==> config.mk <==
export PLATFORM = sky130hd
export DESIGN_NAME = usr_burst
export DESIGN_NICKNAME = d
export VERILOG_FILES = /design/src/rtl/usr_burst.sv
export SDC_FILE = /design/constraint.sdc
export NUM_CORES = 1
export LEC_CHECK = 0
export ABC_AREA = 0
export CAP_MARGIN = 20
export CORE_MARGIN = 8
export CORE_UTILIZATION = 44
export CTS_CLUSTER_DIAMETER = 150
export CTS_CLUSTER_SIZE = 16
export DETAILED_ROUTE_END_ITERATION = 10
export HOLD_SLACK_MARGIN = 0.06
export PLACE_DENSITY = 0.86
export SKIP_LAST_GASP = 1
export SLEW_MARGIN = 20
export SYNTH_ARGS = -nofsm -noshare
export SYNTH_HDL_FRONTEND = slang
export SYNTH_SLANG_ARGS = --single-unit
==> constraint.sdc <==
create_clock -name clk -period 1.8 [get_ports clk]
set_input_delay 0.45 -clock clk [delete_from_list [all_inputs] [get_ports clk]]
set_output_delay 0.45 -clock clk [all_outputs]
set_load 0.05 [all_outputs]
==> src/rtl/usr_burst.sv <==
// rtl/usr_burst.sv - universal shift register with autonomous burst sequencer
module usr_burst #(
  parameter int N  = 8,
  parameter int LW = 4
) (
  input  logic          clk,
  input  logic          rst,
  input  logic          start,
  input  logic [2:0]    mode,
  input  logic [LW-1:0] len,
  input  logic          sin,
  input  logic [N-1:0]  pin,
  output logic          busy,
  output logic          done,
  output logic          sout,
  output logic [N-1:0]  pout
);

  localparam logic [2:0] M_HOLD = 3'b000;
  localparam logic [2:0] M_SHL  = 3'b001;
  localparam logic [2:0] M_SHR  = 3'b010;
  localparam logic [2:0] M_LOAD = 3'b011;
  localparam logic [2:0] M_ROL  = 3'b100;
  localparam logic [2:0] M_ROR  = 3'b101;
  localparam logic [2:0] M_ASR  = 3'b110;

  typedef enum logic [1:0] {S_IDLE, S_RUN, S_DONE} state_t;

  state_t        state, state_nx;
  logic [N-1:0]  q, q_nx;
  logic [LW-1:0] rem, rem_nx;
  logic [2:0]    mode_r, mode_nx;
  logic          dir, dir_nx;  // 1 = right-going, sout taps q[0]

  function automatic logic [N-1:0] step(input logic [2:0] m, input logic [N-1:0] v,
                                        input logic s);
    case (m)
      M_SHL:   step = {v[N-2:0], s};
      M_SHR:   step = {s, v[N-1:1]};
      M_ROL:   step = {v[N-2:0], v[N-1]};
      M_ROR:   step = {v[0], v[N-1:1]};
      M_ASR:   step = {v[N-1], v[N-1:1]};
      default: step = v;
    endcase
  endfunction

  always_comb begin
    state_nx = state;
    q_nx     = q;
    rem_nx   = rem;
    mode_nx  = mode_r;
    dir_nx   = dir;
    case (state)
      S_IDLE, S_DONE: begin
        state_nx = S_IDLE;
        if (start) begin
          state_nx = S_DONE;
          case (mode)
            M_SHL, M_SHR, M_ROL, M_ROR, M_ASR: begin
              dir_nx = (mode == M_SHR) || (mode == M_ROR) || (mode == M_ASR);
              if (len != '0) begin
                mode_nx  = mode;
                rem_nx   = len;
                state_nx = S_RUN;
              end
            end
            M_LOAD: begin
              q_nx   = pin;
              dir_nx = 1'b0;
            end
            default: dir_nx = 1'b0;
          endcase
        end
      end
      S_RUN: begin
        q_nx   = step(mode_r, q, sin);
        rem_nx = rem - LW'(1);
        if (rem == LW'(1)) state_nx = S_DONE;
      end
      default: state_nx = S_IDLE;
    endcase
  end

  always_ff @(posedge clk) begin
    if (!rst) begin
      state  <= S_IDLE;
      q      <= '0;
      rem    <= '0;
      mode_r <= M_HOLD;
      dir    <= 1'b0;
    end else begin
      state  <= state_nx;
      q      <= q_nx;
      rem    <= rem_nx;
      mode_r <= mode_nx;
      dir    <= dir_nx;
    end
  end

  assign busy = (state == S_RUN);
  assign done = (state == S_DONE);
  assign sout = dir ? q[0] : q[N-1];
  assign pout = q;

endmodule

==> results.md, run 1 <==
* Async SR Flop Fraction at 0%
* Worst r2r path cells at 4
* DPL Wire Length at 2390 um
* Clock Tree Buf Depth at 2
* Area Overhead vs Synth at 36.3%
* Synth cell count leaders: dfxtp_1 (18), nand3_1 (9), nor2_1 (9), o21ai_0 (9)
* Antenna violation net count after detailed routing at 0
* Final setup fails at 0
* Yosys top cell by area: dfxtp_1
* Port bufs at 29
* Starting density of the core at 44.7%
* Yosys warning count at 0
* CP max FO at 5
* Final WS setup at 0.0635 ns
* Initial antenna violation count at 0
* Fin Setup TNS at 0 ns
* Least-Margin Pin Slew at 0.389 ns
* Tmin final at 1.74 ns
* First-pass DRT Iterations at 4
* Pwr dens at 691 nW/um2
* Post-Syn Instances at 137
* Critical Path Start Type: input pin
* Clock Skew at approximately 0.0045 ns
* Die ar. at between 4000 and 5000 um2
* Type of destination of the critical path: flop
* CP required at 2.02 ns
* Max Slew Vio Count at 0
* Core area at between 2000 and 3000 um2
* Register area share after synthesis at 30.3%
* Die Wd at 68.0 um
* Hold WS at 0.516 ns
* Fmax at approximately 0.58 GHz
* Final period util at between 90 and 100%
* Layout cells sized above 1 at between 20 and 25%
* Final wirelength at 3220 um
* Count leader, synth: dfxtp_1
* Root Driver: clkbuf_4
* Avg Inst Size Synth at a little under 9 um2
* Total global-route track usage at 14.3%
* Post-layout net count at 203
* Synth Net Count at 162
* Residual DRC count at 0
* CP arrival at roughly 2.0 ns
* GRT overflow at 0
* Top cell type's share of synthesized area at 30.3%
* Via count at 1207
* Vias in the first global route at around 1100
* Post-CTS Hold Buffers at 0
* Largest net degree at the start of global routing at 15
* First-pass GRT wire length at 5170 um
* DR vias/cell at 5.80
* Die Y-Extent at 68.0 um
* Library cells used by synthesis at 37
* RePlAce Congestion at roughly 0.83
* Worst-path clk slew at 0.11 ns
* Postcts setup bufs at 0
* Max-cap violations at 0
* Leak at 0.645 nW
* Wire length per cell at 15.5 um
* Worst Hold Class: reg -> reg
* Tot Pwr at 0.00112 W
* Maximum VDD drop at approximately 0.42 mV
* TritonCTS Sinks at 18
* Number of DRC markers in iteration 0 at 41
* CTS tree: done
* Post-Syn Area at about 1200 um2
* Main synth FF type: dfxtp_1
* Hold violation total from the final report at 0
* Io pins at 30
* Clock latency on the worst-skew pair at 0.31 ns
* # rows at 19
* Setup Crit Path Kind: in -> reg
* H-Tree Depth at 1
* Slew HR at 74.1%
* Worst hold path depth at 2
* Number of flops mapped to enable cells by yosys at 0
* Synthesis-stage register bit count at 18
* Inserted Clock Buffers at 3
* Outcome: completed
* Worst slack at placement at -0.440 ns
* Ant diodes at 0
* Synth area leaders: dfxtp_1 (30%), ha_1 (6.3%), o31ai_1 (4.4%)
## report_power, final
group          leakage (nW)  total [W]  internal, W  switching (W)
Combinational         0.477   0.000386     0.000185       0.000201
Sequential            0.147   0.000472     0.000431      0.0000411
Clock                0.0210   0.000264     0.000124       0.000141
Total                 0.645    0.00112     0.000740       0.000382
## cells in the final DEF, fill, tap and decap left out, types with 2 or more instances in the layout
cell,count
clkbuf_4,3
nand2_1,5
clkdlybuf4s50_1,16
o31ai_1,7
mux2i_1,5
nand3b_1,2
a21boi_0,6
dlygate4sd2_1,2
inv_1,6
ha_1,6
nand3_1,9
nor3_1,3
buf_4,25
o21ai_0,9
dfxtp_1,18
nor2b_1,2
and4bb_2,2
nor2_1,9
nand2b_1,3
or2b_1,3
a21oi_1,8
buf_12,2
a31oi_1,8
## path summary, 6_finish.rpt
path | start | endpoint | slack (ns)
min | pout[3]$_SDFFE_PN0P_ | pout[3]$_SDFFE_PN0P_ | 0.52
min reg2reg | pout[3]$_SDFFE_PN0P_ | pout[3]$_SDFFE_PN0P_ | 0.52
max | len[2] | rem[0]$_SDFFE_PN0P_ | 0.06
max reg2reg | mode_r[2]$_SDFFE_PN0P_ | pout[0]$_SDFFE_PN0P_ | 0.27
## metrics by stage
step	cell area [um2]	instances	util, %
finish	1620	208	61.0
global route	1620	208	61.0
CTS	1610	208	60.5
detailed placement	1580	204	59.2
global placement	1580	204	59.2
floorplan	1190	137	-
## routing by layer
layer | wire length [um] | global-route usage, % | vias to the layer above
li1 | - | - | 588
met1 | 1330 | 16.3 | 577
met2 | 1650 | 25.1 | 34
met3 | 170 | 2.95 | 8
met4 | 76 | 6.39 | 0
met5 | 0 | 0 | -
## area by class of cell
type,instances,area (um2)
Tap cell,31,38.8
Timing Repair Buffer,45,405
Sequential cell,18,360
Multi-Input combinational cell,102,752
Fill cell,227,1040
Clock buffer,4,36.3
Inverter,8,31.3
## flip-flops by register name, summed over array words and instances (netlist names)
register / cells
state: 2
pout: 8
dir: 1
rem: 4
mode_r: 3
## critical path, stage by stage
cell and delay (ns):
clkdlybuf4s50_1 0.47, nor4_4 0.35, nor3b_2 0.08, buf_4 0.16, mux2_4 0.29, o21a_1 0.16
## timing repair
item,in CTS,in global routing
resized for setup,4,2
setup endpoints to repair,8,1
pin swaps,1,0
## logic make-up after synthesis
kind of cell | count (synthesis) | share of synthesized area (%)
compound gates | 46 | 26.9
fa+ha+maj | 6 | 6.30
buf+inv | 17 | 7.77
flops | 18 | 30.3
mux | 8 | 8.30
simple gates | 42 | 20.5
No activity file was read; power rests on OpenSTA's default activity.
==> run 2: changes to the inputs <==
CORE_UTILIZATION = 40   (was 44)
PLACE_DENSITY = 0.8   (was 0.86)
SLEW_MARGIN = not set   (was 20)
==> results.md, run 2 (synthesized netlist as in run 1, its figures left out) <==
* DP Area at 1580 um2 (about the same)
* Root Driver: clkbuf_4 (unchanged)
* Reg2reg start: mode_r[2]$_SDFFE_PN0P_ (unchanged)
* # rows at 20 (was 19)
* Tmin final at 1.70 ns (was 1.74 ns)
* Inserted Clock Buffers at 3 (unchanged)
* Antenna violation net count after detailed routing at 0 (unchanged)
* Die Y-Extent at 70.6 um (was 68.0 um)
* Most frequent cells in the layout: buf_4 (24), dfxtp_1 (18), clkdlybuf4s50_1 (16) (was buf_4 (25), dfxtp_1 (18), clkdlybuf4s50_1 (16))
* Layout cells sized above 1 at 23.3% (was 24.3%)
* RePlAce Congestion at 0.895 (was 0.834)
* Design area at 1610 um2 (was 1620 um2)
* Finished Core Util at 54.6% (was 61.0%)
* Clock Tree Buf Depth at 2 (unchanged)
* GRT overflow at 0 (unchanged)
* Leak at 0.641 nW (was 0.645 nW)
* Setup Crit Path Kind: in -> reg (unchanged)
* Final WS setup at 0.104 ns (was 0.0635 ns)
* Via count at 1183 (was 1207)
* Type of destination of the critical path: flop (unchanged)
* Crit-path cells: clkdlybuf4s50_1 -> nor4_2 -> nor3b_1 -> buf_4 -> mux2_4 -> o21a_1 (was clkdlybuf4s50_1 -> nor4_4 -> nor3b_2 -> buf_4 -> mux2_4 -> o21a_1)
* Worst r2r dst: pout[0]$_SDFFE_PN0P_ (unchanged)
* Starting density of the core at 40.3% (was 44.7%)
* Final wirelength at 3150 um (was 3220 um)
* Critical Path Start Type: input pin (unchanged)
* Final period util at 94.2% (was 96.5%)
* Final setup fails at 0 (unchanged)
* Worst r2r path cells at 4 (unchanged)
* First-pass DRT Iterations at 4 (unchanged)
* Post-CTS Hold Buffers at 0 (unchanged)
* DPL Wire Length at 2470 um (was 2390 um)
* Reg2reg setup slack at 0.22 ns (was 0.27 ns)
* Least-Margin Pin Slew at 0.410 ns (was 0.389 ns)
* Clock latency on the worst-skew pair at 0.30 ns (was 0.31 ns)
* FF/Latch Area at 360 um2 (unchanged)
* Worst Hold Class: reg -> reg (unchanged)
* RSZ-0062 raised after global routing: false
* Most common cell after layout, fill and taps aside: buf_4 (unchanged)
* Wire length per cell at 15.1 um (was 15.5 um)
* First-pass GRT wire length at 5400 um (was 5170 um)
* Max-cap violations at 0 (unchanged)
* Clock Skew at 0.00705 ns (was 0.00451 ns)
* H-Tree Depth at 1 (unchanged)
* Worst-path clk slew at 0.11 ns (about the same)
* Worst slack at placement at -0.431 ns (was -0.440 ns)
* CP arrival at 1.91 ns (was 1.95 ns)
* Max FFs per register at 8 (unchanged)
* Post-layout net count at 203 (unchanged)
* Die Wd at 70.6 um (was 68.0 um)
* DR vias/cell at 5.66 (was 5.80)
* Ant diodes at 0 (unchanged)
* Port bufs at 29 (unchanged)
* Total global-route track usage at 13.0% (was 14.3%)
* Pwr dens at 661 nW/um2 (was 691 nW/um2)
* Residual DRC count at 0 (unchanged)
* Largest net degree at the start of global routing at 15 (unchanged)
* CP startpoint: len[2] (unchanged)
* Hold violation total from the final report at 0 (unchanged)
* CP required at 2.01 ns (was 2.02 ns)
* Outcome: completed (unchanged)
* Slew HR at 72.2% (was 74.1%)
* Multi-input gate area at 738 um2 (was 752 um2)
* Initial antenna violation count at 0 (unchanged)
* Critical path destination: rem[0]$_SDFFE_PN0P_ (unchanged)
* Number of DRC markers in iteration 0 at 66 (was 41)
* Fmax at 0.590 GHz (was 0.576 GHz)
* Core area at 2950 um2 (was 2660 um2)
* Max Slew Vio Count at 0 (unchanged)
* TritonCTS Sinks at 18 (unchanged)
* CTS tree: done (unchanged)
* CP peak stage delay at 0.44 ns (was 0.47 ns)
* Maximum VDD drop at 0.365 mV (was 0.423 mV)
* Vias in the first global route at 1210 (was 1149)
* Layout fillers at 285 (was 227)
* Io pins at 30 (unchanged)
* Critical Path Slowest Stage Cell: clkdlybuf4s50_1 (unchanged)
* Die ar. at 4980 um2 (was 4630 um2)
* CP max FO at 5 (unchanged)
* Area Overhead vs Synth at 35.3% (was 36.3%)
run 2: changes by cell type in the layout (fill, tap and decap cells not counted), sizes merged:
cell,previous run,this run
clkbuf,4,3
run 2: final cells by class:
| type | instances | share of cell area, % |
|---|---|---|
| Clock buffer | 3 | 1.40 |
| Inverter | 8 | 1.94 |
| Sequential cell | 18 | 22.4 |
| Timing Repair Buffer | 45 | 25.9 |
| Multi-Input combinational cell | 102 | 45.8 |
| Tap cell | 33 | 2.56 |
run 2: stage by stage:
step / hold WS, ns / power, W / TNS, ns / instances
final: 0.515 / 0.00107 / 0 / 209
after global routing: 0.540 / 0.00112 / 0 / 209
after CTS: 0.518 / 0.00107 / 0 / 209
after detailed placement: 0.504 / 0.000862 / -4.73 / 205
after global placement: 0.490 / 0.000849 / -4.31 / 205
after floorplan: 0.506 / 0.000715 / 0 / 137
run 2: report_power, final:
part	internal [W]	total (W)	switching, W	leakage (nW)
sequential	0.000431	0.000469	0.0000383	0.147
combinational	0.000187	0.000386	0.000199	0.480
clock	0.0000781	0.000210	0.000132	0.0138
run 2: critical path, delay by kind of cell:
family / cells / cell delay, ns
simple gates: 2 / 0.41
buf+inv: 2 / 0.60
compound gates: 1 / 0.16
mux: 1 / 0.29
run 2: worst min-delay path by stage:
stage,start,end,slack (ns),cells past startpoint
detailed placement,pout[4]$_SDFFE_PN0P_,pout[4]$_SDFFE_PN0P_,0.50,2
finish,pout[4]$_SDFFE_PN0P_,pout[4]$_SDFFE_PN0P_,0.51,2
floorplan,rem[3]$_SDFFE_PN0P_,rem[3]$_SDFFE_PN0P_,0.51,2
global route,pout[4]$_SDFFE_PN0P_,pout[4]$_SDFFE_PN0P_,0.54,2
CTS,pout[4]$_SDFFE_PN0P_,pout[4]$_SDFFE_PN0P_,0.52,2
global placement,pout[3]$_SDFFE_PN0P_,pout[3]$_SDFFE_PN0P_,0.49,2
run 2: timing repair:
action,in CTS,in global routing
endpoints found under the setup margin,8,0
setup buffers,1,0
gates resized for setup,4,0
run 2: metal layers:
metal  global-route usage, %  wire [um]  vias up
met2                    22.5       1600       31
met5                       0          0        -
met4                    4.16         37        0
li1                        -          -      584
met1                    15.3       1340      563
met3                    2.97        171        5
==> variant, RTL diff (config.mk and constraints of run 1) <==
Re-encode `state_t` (3 states) as one-hot, 3 bits wide.
--- a/src/rtl/usr_burst.sv
+++ b/src/rtl/usr_burst.sv
@@ -26,3 +26,3 @@
 
-  typedef enum logic [1:0] {S_IDLE, S_RUN, S_DONE} state_t;
+  typedef enum logic [2:0] {S_IDLE = 3'b001, S_RUN = 3'b010, S_DONE = 3'b100} state_t;
 
Check against the original RTL: no difference found for any inputs over 10 cycles, from zero or initial values and one cycle with rst low; not proved beyond that.
==> variant against run 1 <==
  * The run now ends with negative setup slack left
  * Design area is 10% higher
  * Routed wire length up 30%
  * Fmax is 4.5% lower
  * Count of clock-buffer cells in the layout unchanged
  * Worst setup slack worse by 0.082 ns
  * Core utilization up 11 points
  * Critical path depth increased by 3
  * Sequential power about the same
  * Sequential cell count up 1
  * Hold slack worse by 0.0020 ns
  * Final cell count is 8.7% higher
  * Synthesized area fell by 2.2%
  * Power shrank 7.6%
  * Critical endpoint unchanged
  * Largest cell class unchanged
  * Largest power group unchanged
==> variant: results (changes against run 1) <==
[metrics] run status: complete, but fails checks
[metrics] failing checks: negative setup slack
[metrics] Post-CTS Setup Inserts: 14 (+14)
[metrics] Max rail drop VDD: 0.482 mV (+14%)
[metrics] CP max-delay cell: or3_1
[metrics] Worst EP arrival: 2.05 ns (+0.10 ns)
[metrics] fraction of the yosys area taken by sequential cells: 32.7% (+2.4 points)
[metrics] worst stage delay on the critical path: 0.33 ns (-0.14 ns)
[metrics] met3 routed wirelength: 301 um (+77%)
[metrics] All-Layer GR Usage: 18.7% (+4.3 points)
[metrics] router iterations before antenna repair: 5 (+1)
[metrics] pin count of the biggest net entering global routing: 12 (-3)
[metrics] final net count: 222 (+9.4%)
[metrics] post-synth net total: 164 (+1.2%)
[metrics] total of max-cap violations: 0 (unchanged)
[metrics] global-route wire length before repair: 6530 um (+26%)
[metrics] worst rel slew slack: 77.8% (+3.7 points)
[metrics] cell at the root of the clock tree: clkbuf_4
[metrics] post-route non-filler standard cell count: 226 (+8.7%)
[metrics] Detailed Place HPWL: 2550 um (+6.9%)
[metrics] clock skew after layout: 0.00607 ns (+0.00157 ns)
[metrics] Mapped Cells: 139 (+1.5%)
[metrics] final WL: 4200 um (+30%)
[metrics] met1 usage in global routing: 19.9% (+3.5 points)
[metrics] Gates resized, CTS repair: 20 (+16)
[metrics] count of filler cells inserted in the layout: 198 (-13%)
[metrics] crit path setup slack, layout: -0.0180 ns (-0.0816 ns)
[metrics] final setup violating endpoints: 1 (+1)
[metrics] Reg-to-Reg Start: state[2]
[metrics] fraction of layout instances using a drive strength above 1: 31.1% (+6.8 points)
[metrics] synth cell count leaders: dfxtp_1 (19), nor2_1 (17), a21oi_1 (11), a31oi_1 (9), o21ai_0 (8)
[metrics] number of vias after detailed routing: 1,369 (+13%)
[metrics] number of H-tree levels: 1 (unchanged)
[metrics] terminus of the critical flop-to-flop path: rem[3]
[metrics] worst reg2reg setup slack: 0 ns (-0.27 ns)
[metrics] leakage power of the design: 0.763 nW (+18%)
[metrics] number of cells on the worst reg-to-reg path: 5 (+1)
[metrics] weighted congestion reported at the end of routability-driven placement: 0.873 (+4.7%)
[metrics] number of global-route vias before repair: 1,336 (+16%)
[metrics] number of DRC violations after detailed-routing iteration 0: 95 (+130%)
[metrics] placed cells: 208 (+2.0%)
[metrics] origin of the worst setup path: mode[0]
[metrics] dominant delay contributor by cell family on the critical path: buffers and inverters
[metrics] global-route met2 utilization: 34.5% (+9.4 points)
[metrics] detailed-route wire length on metal 1: 1500 um (+13%)
[metrics] GR Layer Usage met3: 3.48% (+0.53 points)
[variant: worst min-delay path, stage by stage, from the launching register on]
cell	delay, ns
dfxtp_1	0.33
nor2_1	0.10
a211oi_1	0.05
[variant: metrics by stage]
step / util, % / hold slack, ns / power (mW) / cell area (sq um) / setup slack, ns
after detailed placement: 63.2 / 0.507 / 0.736 / 1580 / -0.567
final: 71.8 / 0.514 / 1.04 / 1790 / -0.0180
after floorplan: - / 0.483 / 0.624 / 1160 / 0.108
after CTS: 70.9 / 0.523 / 1.00 / 1770 / -0.0157
after global routing: 71.8 / 0.538 / 1.07 / 1790 / -0.0421
after global placement: 63.2 / 0.494 / 0.722 / 1580 / -0.468
[variant: worst min path at each step]
stage / start / endpoint / slack, ns
after floorplan: dir / dir / 0.48
after global placement: dir / dir / 0.49
after detailed placement: dir / dir / 0.51
after CTS: dir / dir / 0.52
after global routing: dir / dir / 0.54
final: dir / dir / 0.51
[variant: kinds of logic (layout without fill, tap and decap cells)]
kind of cell	Yosys count	count (layout)	share of synthesized area (%)
simple gates	50	50	24.4
xor+xnor	1	1	0.752
flops	19	19	32.7
buf+inv	12	69	3.97
fa+ha+maj	6	6	6.44
mux	7	7	6.12
compound gates	44	44	25.7
[variant: final cells by class]
| cell class | instances | area, sq um | area share [%] |
|---|---|---|---|
| multi-input combinational | 108 | 801 | 44.6 |
| sequential | 19 | 384 | 21.4 |
| tap | 30 | 37.5 | 2.09 |
| inverter | 8 | 32.5 | 1.81 |
| clock buffer | 4 | 26.3 | 1.46 |
| timing repair buffer | 57 | 513 | 28.6 |
[variant: report_power, final]
part	switching [mW]	leakage [nW]	internal (mW)
Sequential	0.0258	0.155	0.446
Clock	0.142	0.0150	0.0864
Combinational	0.166	0.593	0.170
Total	0.334	0.763	0.703
